[src/rtl/uart_tx_arbiter_if.sv]
// Requester-side handshake bundle for uart_tx_arbiter.
//   req_valid_in  : per-requester byte-valid
//   req_data_in   : requester i's byte at [8i+7:8i]
//   req_ready_out : one-hot accept strobe, transfer on valid & ready
// master = byte producers, slave = the arbiter.
interface uart_tx_arbiter_if #(
    parameter int NUM_REQ = 4
);
    logic [NUM_REQ-1:0]   req_valid_in;
    logic [8*NUM_REQ-1:0] req_data_in;
    logic [NUM_REQ-1:0]   req_ready_out;

    modport master (
        output req_valid_in,
        output req_data_in,
        input  req_ready_out
    );

    modport slave (
        input  req_valid_in,
        input  req_data_in,
        output req_ready_out
    );
endinterface

[src/rtl/uart_tx_arbiter.sv]
// uart_tx_arbiter: round-robin scheduler sharing one 8N1 UART transmitter
// among NUM_REQ byte producers.
//
// Optional feature macro: UART_ARB_PARITY_EN
//   defined   -> an even-parity bit is sent between the data and stop bits
//   undefined -> plain 8N1 framing
//
// Ports:
//   clk_in       : system clock
//   rst_in       : synchronous, active-high reset
//   req          : requester handshake bundle (slave modport)
//   tx_out       : serial line, idle high, registered
//   busy_out     : high while a frame is in flight
//   grant_id_out : index of the last granted requester
module uart_tx_arbiter #(
    parameter int NUM_REQ        = 4,
    parameter int CYCLES_PER_BIT = 868
) (
    input  logic                       clk_in,
    input  logic                       rst_in,
    uart_tx_arbiter_if.slave           req,
    output logic                       tx_out,
    output logic                       busy_out,
    output logic [$clog2(NUM_REQ)-1:0] grant_id_out
);
    localparam int IDW   = $clog2(NUM_REQ);
    localparam int CNT_W = $clog2(CYCLES_PER_BIT);

`ifdef UART_ARB_PARITY_EN
    typedef enum logic [2:0] {IDLE, START, DATA, PARITY, STOP} state_t;
`else
    typedef enum logic [2:0] {IDLE, START, DATA, STOP} state_t;
`endif

    state_t             state_q, state_d;
    logic [CNT_W-1:0]   bit_cnt_q, bit_cnt_d;
    logic [2:0]         bit_idx_q, bit_idx_d;
    logic [7:0]         byte_q;
    logic [IDW-1:0]     rr_ptr_q, rr_ptr_nxt;
    logic [IDW-1:0]     grant_q;
    logic               tx_q, tx_d;
    logic [IDW-1:0]     win;
    logic               win_vld;
    logic               bit_end;
    logic               take;

    assign bit_end = (bit_cnt_q == CNT_W'(CYCLES_PER_BIT - 1));
    assign take    = (state_q == IDLE) && win_vld;

    // Winner: first valid index at or after rr_ptr, searching upward with wrap.
    always_comb begin
        int j;
        j       = 0;
        win_vld = 1'b0;
        win     = '0;
        for (int k = 0; k < NUM_REQ; k++) begin
            j = int'(rr_ptr_q) + k;
            if (j >= NUM_REQ) j = j - NUM_REQ;
            if (!win_vld && req.req_valid_in[IDW'(j)]) begin
                win_vld = 1'b1;
                win     = IDW'(j);
            end
        end
    end

    assign rr_ptr_nxt = (win == IDW'(NUM_REQ - 1)) ? '0 : win + IDW'(1);

    // State register
    always_ff @(posedge clk_in) begin
        if (rst_in) state_q <= IDLE;
        else        state_q <= state_d;
    end

    // Next-state logic
    always_comb begin
        state_d = state_q;
        case (state_q)
            IDLE:  if (win_vld) state_d = START;
            START: if (bit_end) state_d = DATA;
            DATA:  if (bit_end && bit_idx_q == 3'd7) begin
`ifdef UART_ARB_PARITY_EN
                       state_d = PARITY;
`else
                       state_d = STOP;
`endif
                   end
`ifdef UART_ARB_PARITY_EN
            PARITY: if (bit_end) state_d = STOP;
`endif
            STOP:  if (bit_end) state_d = IDLE;
            default: state_d = IDLE;
        endcase
    end

    // Output logic: ready strobe, counters' next values and the next line level.
    // tx is computed from the next state so the flop shows the start bit in the
    // cycle right after the grant.
    always_comb begin
        req.req_ready_out = '0;
        if (take && !rst_in) req.req_ready_out = NUM_REQ'(1) << win;

        bit_cnt_d = '0;
        if (state_q != IDLE && !bit_end) bit_cnt_d = bit_cnt_q + CNT_W'(1);

        bit_idx_d = bit_idx_q;
        if (state_q == IDLE)                bit_idx_d = 3'd0;
        else if (state_q == DATA && bit_end) bit_idx_d = bit_idx_q + 3'd1;

        tx_d = 1'b1;
        case (state_d)
            START:  tx_d = 1'b0;
            DATA:   tx_d = byte_q[bit_idx_d];
`ifdef UART_ARB_PARITY_EN
            PARITY: tx_d = ^byte_q;
`endif
            default: tx_d = 1'b1;
        endcase
    end

    // Datapath registers
    always_ff @(posedge clk_in) begin
        if (rst_in) begin
            bit_cnt_q <= '0;
            bit_idx_q <= '0;
            byte_q    <= '0;
            rr_ptr_q  <= '0;
            grant_q   <= '0;
            tx_q      <= 1'b1;
        end else begin
            bit_cnt_q <= bit_cnt_d;
            bit_idx_q <= bit_idx_d;
            tx_q      <= tx_d;
            if (take) begin
                byte_q   <= req.req_data_in[{win, 3'b000} +: 8];
                grant_q  <= win;
                rr_ptr_q <= rr_ptr_nxt;
            end
        end
    end

    assign tx_out       = tx_q;
    assign busy_out     = (state_q != IDLE);
    assign grant_id_out = grant_q;
endmodule

[src/flat_wrapper.sv]
// flat-port wrapper written by rule: the top's interface ports become plain ports
module uart_tx_arbiter_flat 
#(
    parameter int NUM_REQ        = 4,
    parameter int CYCLES_PER_BIT = 868
)
  (clk_in, rst_in, tx_out, busy_out, grant_id_out, req_req_valid_in, req_req_data_in, req_req_ready_out);
  uart_tx_arbiter_if #(.NUM_REQ(NUM_REQ)) req_i ();
  input  logic clk_in;
  input  logic rst_in;
  output logic tx_out;
  output logic busy_out;
  output logic [$clog2(NUM_REQ)-1:0] grant_id_out;
  input wire logic [$bits(req_i.req_valid_in)-1:0] req_req_valid_in;
  input wire logic [$bits(req_i.req_data_in)-1:0] req_req_data_in;
  output wire logic [$bits(req_i.req_ready_out)-1:0] req_req_ready_out;
  assign req_i.req_valid_in = req_req_valid_in;
  assign req_i.req_data_in = req_req_data_in;
  assign req_req_ready_out = req_i.req_ready_out;
  uart_tx_arbiter #(.NUM_REQ(NUM_REQ), .CYCLES_PER_BIT(CYCLES_PER_BIT)) u_core (.clk_in(clk_in), .rst_in(rst_in), .req(req_i), .tx_out(tx_out), .busy_out(busy_out), .grant_id_out(grant_id_out));
endmodule
[config.mk]
export PLATFORM = sky130hd
export DESIGN_NAME = uart_tx_arbiter_flat
export DESIGN_NICKNAME = d
export VERILOG_FILES = /design/src/rtl/uart_tx_arbiter_if.sv /design/src/rtl/uart_tx_arbiter.sv /design/src/flat_wrapper.sv
export SDC_FILE = /design/constraint.sdc
export NUM_CORES = 1
export LEC_CHECK = 0
export ABC_AREA = 0
export BUFFER_PORTS_ARGS = -buffer_cell sky130_fd_sc_hd__buf_2
export CAP_MARGIN = 20
export CORE_ASPECT_RATIO = 0.5
export CORE_MARGIN = 2
export CORE_UTILIZATION = 40
export DETAILED_ROUTE_END_ITERATION = 16
export GPL_TIMING_DRIVEN = 0
export MAX_ROUTING_LAYER = met4
export PLACE_DENSITY = 0.6
export SYNTH_ARGS = -nofsm -noshare
export SYNTH_HDL_FRONTEND = slang
export SYNTH_SLANG_ARGS = --single-unit
[constraint.sdc]
create_clock -name clk_in -period 3.1 [get_ports clk_in]
set_clock_uncertainty 0.05 [all_clocks]
set_input_delay 0.775 -clock clk_in [delete_from_list [all_inputs] [get_ports clk_in]]
set_output_delay 0.775 -clock clk_in [all_outputs]
set_load 0.01 [all_outputs]
-- Yosys cells after proc, flatten, opt, wreduce, memory -nomap -nowiden
Cells that the tools add are included.
- register bits: 29
- bits of input ports: 38
- output and inout bits: 8
- word-level logic and storage cells: 89
- add/sub/neg operators: 10
- order comparisons: 9
- eq/ne operators: 8
- shifts and indexed selects: 2
- multiplexer cells: 36
- bitwise operators: 1
- reduce and logical (&&, ||, !) cells: 16
- operator list (operator ; count):
    $shiftx 32x6->8 ; 1
    $mux 2 ; 9
    $mux 3 ; 6
    $lt 2x4->1 const B ; 4
    $mux 1 ; 13
    $pmux 3 s4 ; 1
    $add 10x1->10 const B ; 1
    $eq 10x10->1 const B ; 1
    $eq 3x2->1 const B ; 3
    $ge 3x3->1 const B ; 3
    $bmux 1 s2 ; 4
    $logic_and 1x1->1 ; 8
    $sub 2x1->2 const B ; 4
    $add 2x2->3 const B ; 2
    $eq 3x1->1 const B ; 2
    $logic_not 1->1 ; 5
    $lt 3x4->1 const B ; 1
    $mux 4 ; 1
    $shl 1x2->4 const A ; 1
    $add 2x1->3 const B ; 1
    $add 3x1->3 const B ; 1
    $bmux 1 s3 ; 1
    $eq 3x3->1 const B ; 1
    $ge 2x3->1 const B ; 1
    7 further kinds ; 7

-- Logic depth before layout (Yosys ltp)
- depth in word-level cells: 19
- depth in mapped cells: 9
- gate-level depth less buffers: 8

-- Worst setup path after synthesis
OpenSTA, ideal clock, no wires.
- path kind: in2out
- start: input port req_req_valid_in[0]
- end: output port req_req_ready_out[0]
- arrival time: 2183 ps
- required time: 2275 ps
- path slack: 92 ps
- stages on the path: 8
- buffers on the path: 1
- cells stage by stage: a21o_1 > nand2_1 > a21oi_1 > nor2_2 > buf_2 > inv_1 > ha_1 > and2_1
- elaborated cells between the ends (all ways): 30
- those cells by class: shift: 1; mux: 21; reduce/logical: 8
- RTL lines (item ; line ; source):
    start: declaration ; flat_wrapper.sv:14 ; input wire logic [$bits(req_i.req_valid_in)-1:0] req_req_valid_in;
    $bmux 1 s2 ; uart_tx_arbiter.sv:59 ; if (!win_vld && req.req_valid_in[IDW'(j)]) begin
    $mux 1 (not written as such) (2 in series) ; uart_tx_arbiter.sv:59 ;
    $mux 1 ; uart_tx_arbiter.sv:59 ;
    $logic_not 1->1 ; uart_tx_arbiter.sv:59 ;
    $logic_and 1x1->1 ; uart_tx_arbiter.sv:59 ;
    $mux 1 ; uart_tx_arbiter.sv:59 ;
    $logic_not 1->1 ; uart_tx_arbiter.sv:59 ;
    $logic_and 1x1->1 ; uart_tx_arbiter.sv:59 ;
    $mux 1 ; uart_tx_arbiter.sv:59 ;
    $logic_not 1->1 ; uart_tx_arbiter.sv:59 ;
    $logic_and 1x1->1 ; uart_tx_arbiter.sv:59 ;
    $mux 2 * ; uart_tx_arbiter.sv:59 ;
    net u_core.win[1] ; uart_tx_arbiter.sv:42 ; logic [IDW-1:0] win;
    $shl 1x2->4 * ; uart_tx_arbiter.sv:100 ; if (take && !rst_in) req.req_ready_out = NUM_REQ'(1) << win;
    $mux 4 * ; uart_tx_arbiter.sv:100 ;
    end: declaration ; flat_wrapper.sv:16 ; output wire logic [$bits(req_i.req_ready_out)-1:0] req_req_ready_out;
Mark *: on every way through the listed nets, which the timed path passes. The rest lies on a longest branch. The select of a mux whose other input is x is not followed.

-- Final worst setup path
- start: input port req_req_valid_in[0]
- end: output port req_req_ready_out[1]
Same word-level chain as after synthesis.

==> results by group <==
Layout
  – Most common cell after layout, fill and taps aside: buf_2
  – Layout cell share with drive strength beyond 1: 0.2776
  – Number of diodes: 0
  – Most frequent cells in the layout: 46 x buf_2, 29 x dfxtp_1, 20 x mux2i_1
  – Final std cells w/o fill: 299
  – Synthesis-to-layout area growth: 23.19%
  – Fillers: 396
  – Final net count: 290

Pwr
  – Max VDD drop: 0.2131 mV
  – Power per Cell Area: 420.3 nW/um^2
  – Leakage dissipation: 0.9025 nW

Synth
  – Ranking of synthesized cells by area: dfxtp_1 34%, mux2i_1 12%, ha_1 5.1%, o221ai_1 4.6%, nor2_1 4.1%
  – Number of synthesized flops with an enable pin: 0
  – Syn. warnings: 0
  – Share of the synthesized area in the top cell type: 0.3353
  – Syn Area/Cell: 8.972 um^2
  – Gate Count Post-Synth: 193
  – Mapped Nets: 238
  – Yosys top cell by area: dfxtp_1
  – Main flop type after synthesis: dfxtp_1
  – Post-synth ARST share: 0
  – Mapped cell area: 1732 um^2
  – Post-synth cell types: 46
  – #FFs+latches synth: 29
  – Share of the yosys chip area belonging to registers: 0.3353

Job
  – Max cap viols: 0

Placed design
  – RePlAce Congestion: 0.7872
  – IO buf count: 45
  – Hpwl dp: 2833 um
  – Dpl cells: 292

Drt
  – Starting DRT DRC Count: 54
  – Routed via count: 1553
  – Detailed Route WL: 3959 um
  – Wire per inst: 13.24 um
  – Drt pass-1 iters: 4
  – DRC errors left: 0
  – Vias per cell: 5.194
  – Routed Antenna Nets: 0

Worst setup path
  – CP max stage cell: buf_4
  – Cell chain of the critical path: buf_2 > a21o_1 > nand2_1 > a21oi_1 > nor2_4 > buf_4 > inv_1 > ha_1 > and2_1 > buf_2
  – Nature of the critical path startpoint: input pin
  – FF-to-FF setup slack: 0.86 ns
  – CP max FO: 11
  – Most used cell, CP: buf_2
  – WP data arrival: 2.11 ns
  – Worst path max stage delay: 0.23 ns
  – Critical setup path kind: in -> out
  – CP Capture Type: primary output
  – Required time of the critical path: 2.27 ns

Clocking
  – Clock Latency Late Sink: 0.27 ns
  – CTS tree: yes
  – Total clock buffers created by CTS: 5
  – Clk sink count: 29
  – Root Driver: clkbuf_8
  – H-tree depth: 2
  – Clk buf depth: 2
  – Hold Buf Count CTS: 0
  – Clock slew at reported path FFs: 0.06 ns

Floorplan
  – Die X: 97.05 um
  – Die height: 50.53 um
  – Num ports: 46
  – Placeable Area: 4024 um^2
  – Starting Density: 0.4303
  – Die area: 4903 um^2
  – # rows: 16

Timing
  – RSZ-0062 raised after global routing: no
  – Final worst path period share: 0.9474
  – Min Tclk post-route: 2.937 ns
  – Endpoints failing hold: 0
  – Setup violators final: 0
  – Max-Slew Margin vs Limit: 0.6296
  – Setup_tns: 0 ns
  – Peak Freq: 0.3405 GHz
  – Tightest Pin Transition: 0.5506 ns
  – Final Max Slew Viols: 0

Global routing
  – Vias in the first global route: 1429
  – Initial antenna violation count: 0
  – Grt ovf: 0
  – Pin count of the biggest net entering global routing: 12
  – Tot GR Track Use: 0.1761
  – First-pass GRT wire length: 6658 um

Run status
  – Outcome: finished, final reports clean

Min path
  – Min-delay worst type: reg -> reg
==> flip-flops by register name (all words and copies together) (netlist names) <==
| name | count |
|---|---|
| u_core.bit_cnt_q | 10 |
| u_core.byte_q | 8 |
| u_core.bit_idx_q | 3 |
| u_core.state_q | 3 |
| u_core.grant_id_out | 2 |
| u_core.rr_ptr_q | 2 |
| u_core.tx_out | 1 |
==> through the flow <==
stage / hold slack, ns / setup slack [ns] / total power [W] / instance area [um^2] / utilization
after detailed placement: 0.4105 / -0.4185 / 0.0005900 / 2024 / 0.5031
after global placement: 0.3968 / -0.3825 / 0.0005871 / 2024 / 0.5031
after floorplan: 0.3799 / 0.09228 / 0.0005297 / 1732 / -
final: 0.4245 / 0.1632 / 0.0008966 / 2133 / 0.5302
after global routing: 0.4648 / 0.02782 / 0.0009489 / 2133 / 0.5302
after CTS: 0.4256 / 0.02330 / 0.0009064 / 2126 / 0.5283
==> final cells by class <==
| cell class | count | area (um^2) | share of cell area |
|---|---|---|---|
| Tap cell | 54 | 67.56 | 0.03167 |
| Timing Repair Buffer | 46 | 232.7 | 0.1091 |
| Buffer | 6 | 27.53 | 0.01290 |
| Inverter | 9 | 33.78 | 0.01584 |
| Sequential cell | 29 | 580.6 | 0.2721 |
| Multi-Input combinational cell | 148 | 1105 | 0.5179 |
| Clock buffer | 7 | 86.33 | 0.04047 |
==> critical path, delay by kind of cell <==
family          cells  cell delay, ns
simple gates        3            0.32
compound gates      2            0.26
fa+ha+maj           1            0.17
buf+inv             4            0.57
==> layer usage <==
layer / wire, um / up-vias / part of all wire / GRT usage
met4: 29 / 0 / 0.0073 / 0.05164
met2: 1637 / 36 / 0.41 / 0.2616
met5: 0 / - / 0 / -
met1: 2066 / 710 / 0.52 / 0.2317
met3: 226 / 4 / 0.057 / 0.05571
li1: - / 803 / - / -
==> worst paths after layout <==
check                       from                    to  cells after the start
max reg2reg  u_core.bit_cnt_q[0]         u_core.tx_out                      7
max          req_req_valid_in[0]  req_req_ready_out[1]                     10
min          u_core.bit_cnt_q[0]   u_core.bit_cnt_q[0]                      1
min reg2reg  u_core.bit_cnt_q[0]   u_core.bit_cnt_q[0]                      1
==> cell families after synthesis <==
family / count (synthesis) / share of synthesized area
adders and majority gates: 7 / 0.05058
and+or+nand+nor: 74 / 0.2435
AOI/OAI and AO/OA: 32 / 0.1337
other: 1 / 0.002166
xor gates and xnor gates: 10 / 0.05058
DFF: 29 / 0.3353
buffers and inverters: 16 / 0.03613
muxes: 24 / 0.1481
==> synthesized netlist by cell type, drive strengths merged, types with 5 or more instances <==
cell type and n:
mux2i 20, o221ai 9, clkbuf 5, nand2 13
nand3b 8, a21oi 6, nor3 5, and2 6
nor2 21, inv 9, xnor2 5, dfxtp 29
xor2 5, ha 7
==> repair_timing <==
item | 4_1_cts | 5_1_grt
gates resized for setup | 2 | 2
endpoints found under the setup margin | 4 | 4
pin swaps | 1 | 0
buffers inserted | 1 | 0
==> power breakdown <==
group / internal, W / leakage (nW) / switching [W] / total [W]
registers: 0.000395 / 0.237 / 0.0000195 / 0.000414
logic: 0.0000842 / 0.621 / 0.0000896 / 0.000174
clock network: 0.000176 / 0.0443 / 0.000133 / 0.000308
total: 0.000655 / 0.902 / 0.000242 / 0.000897
Note: power is estimated with default switching activity, not from simulation.
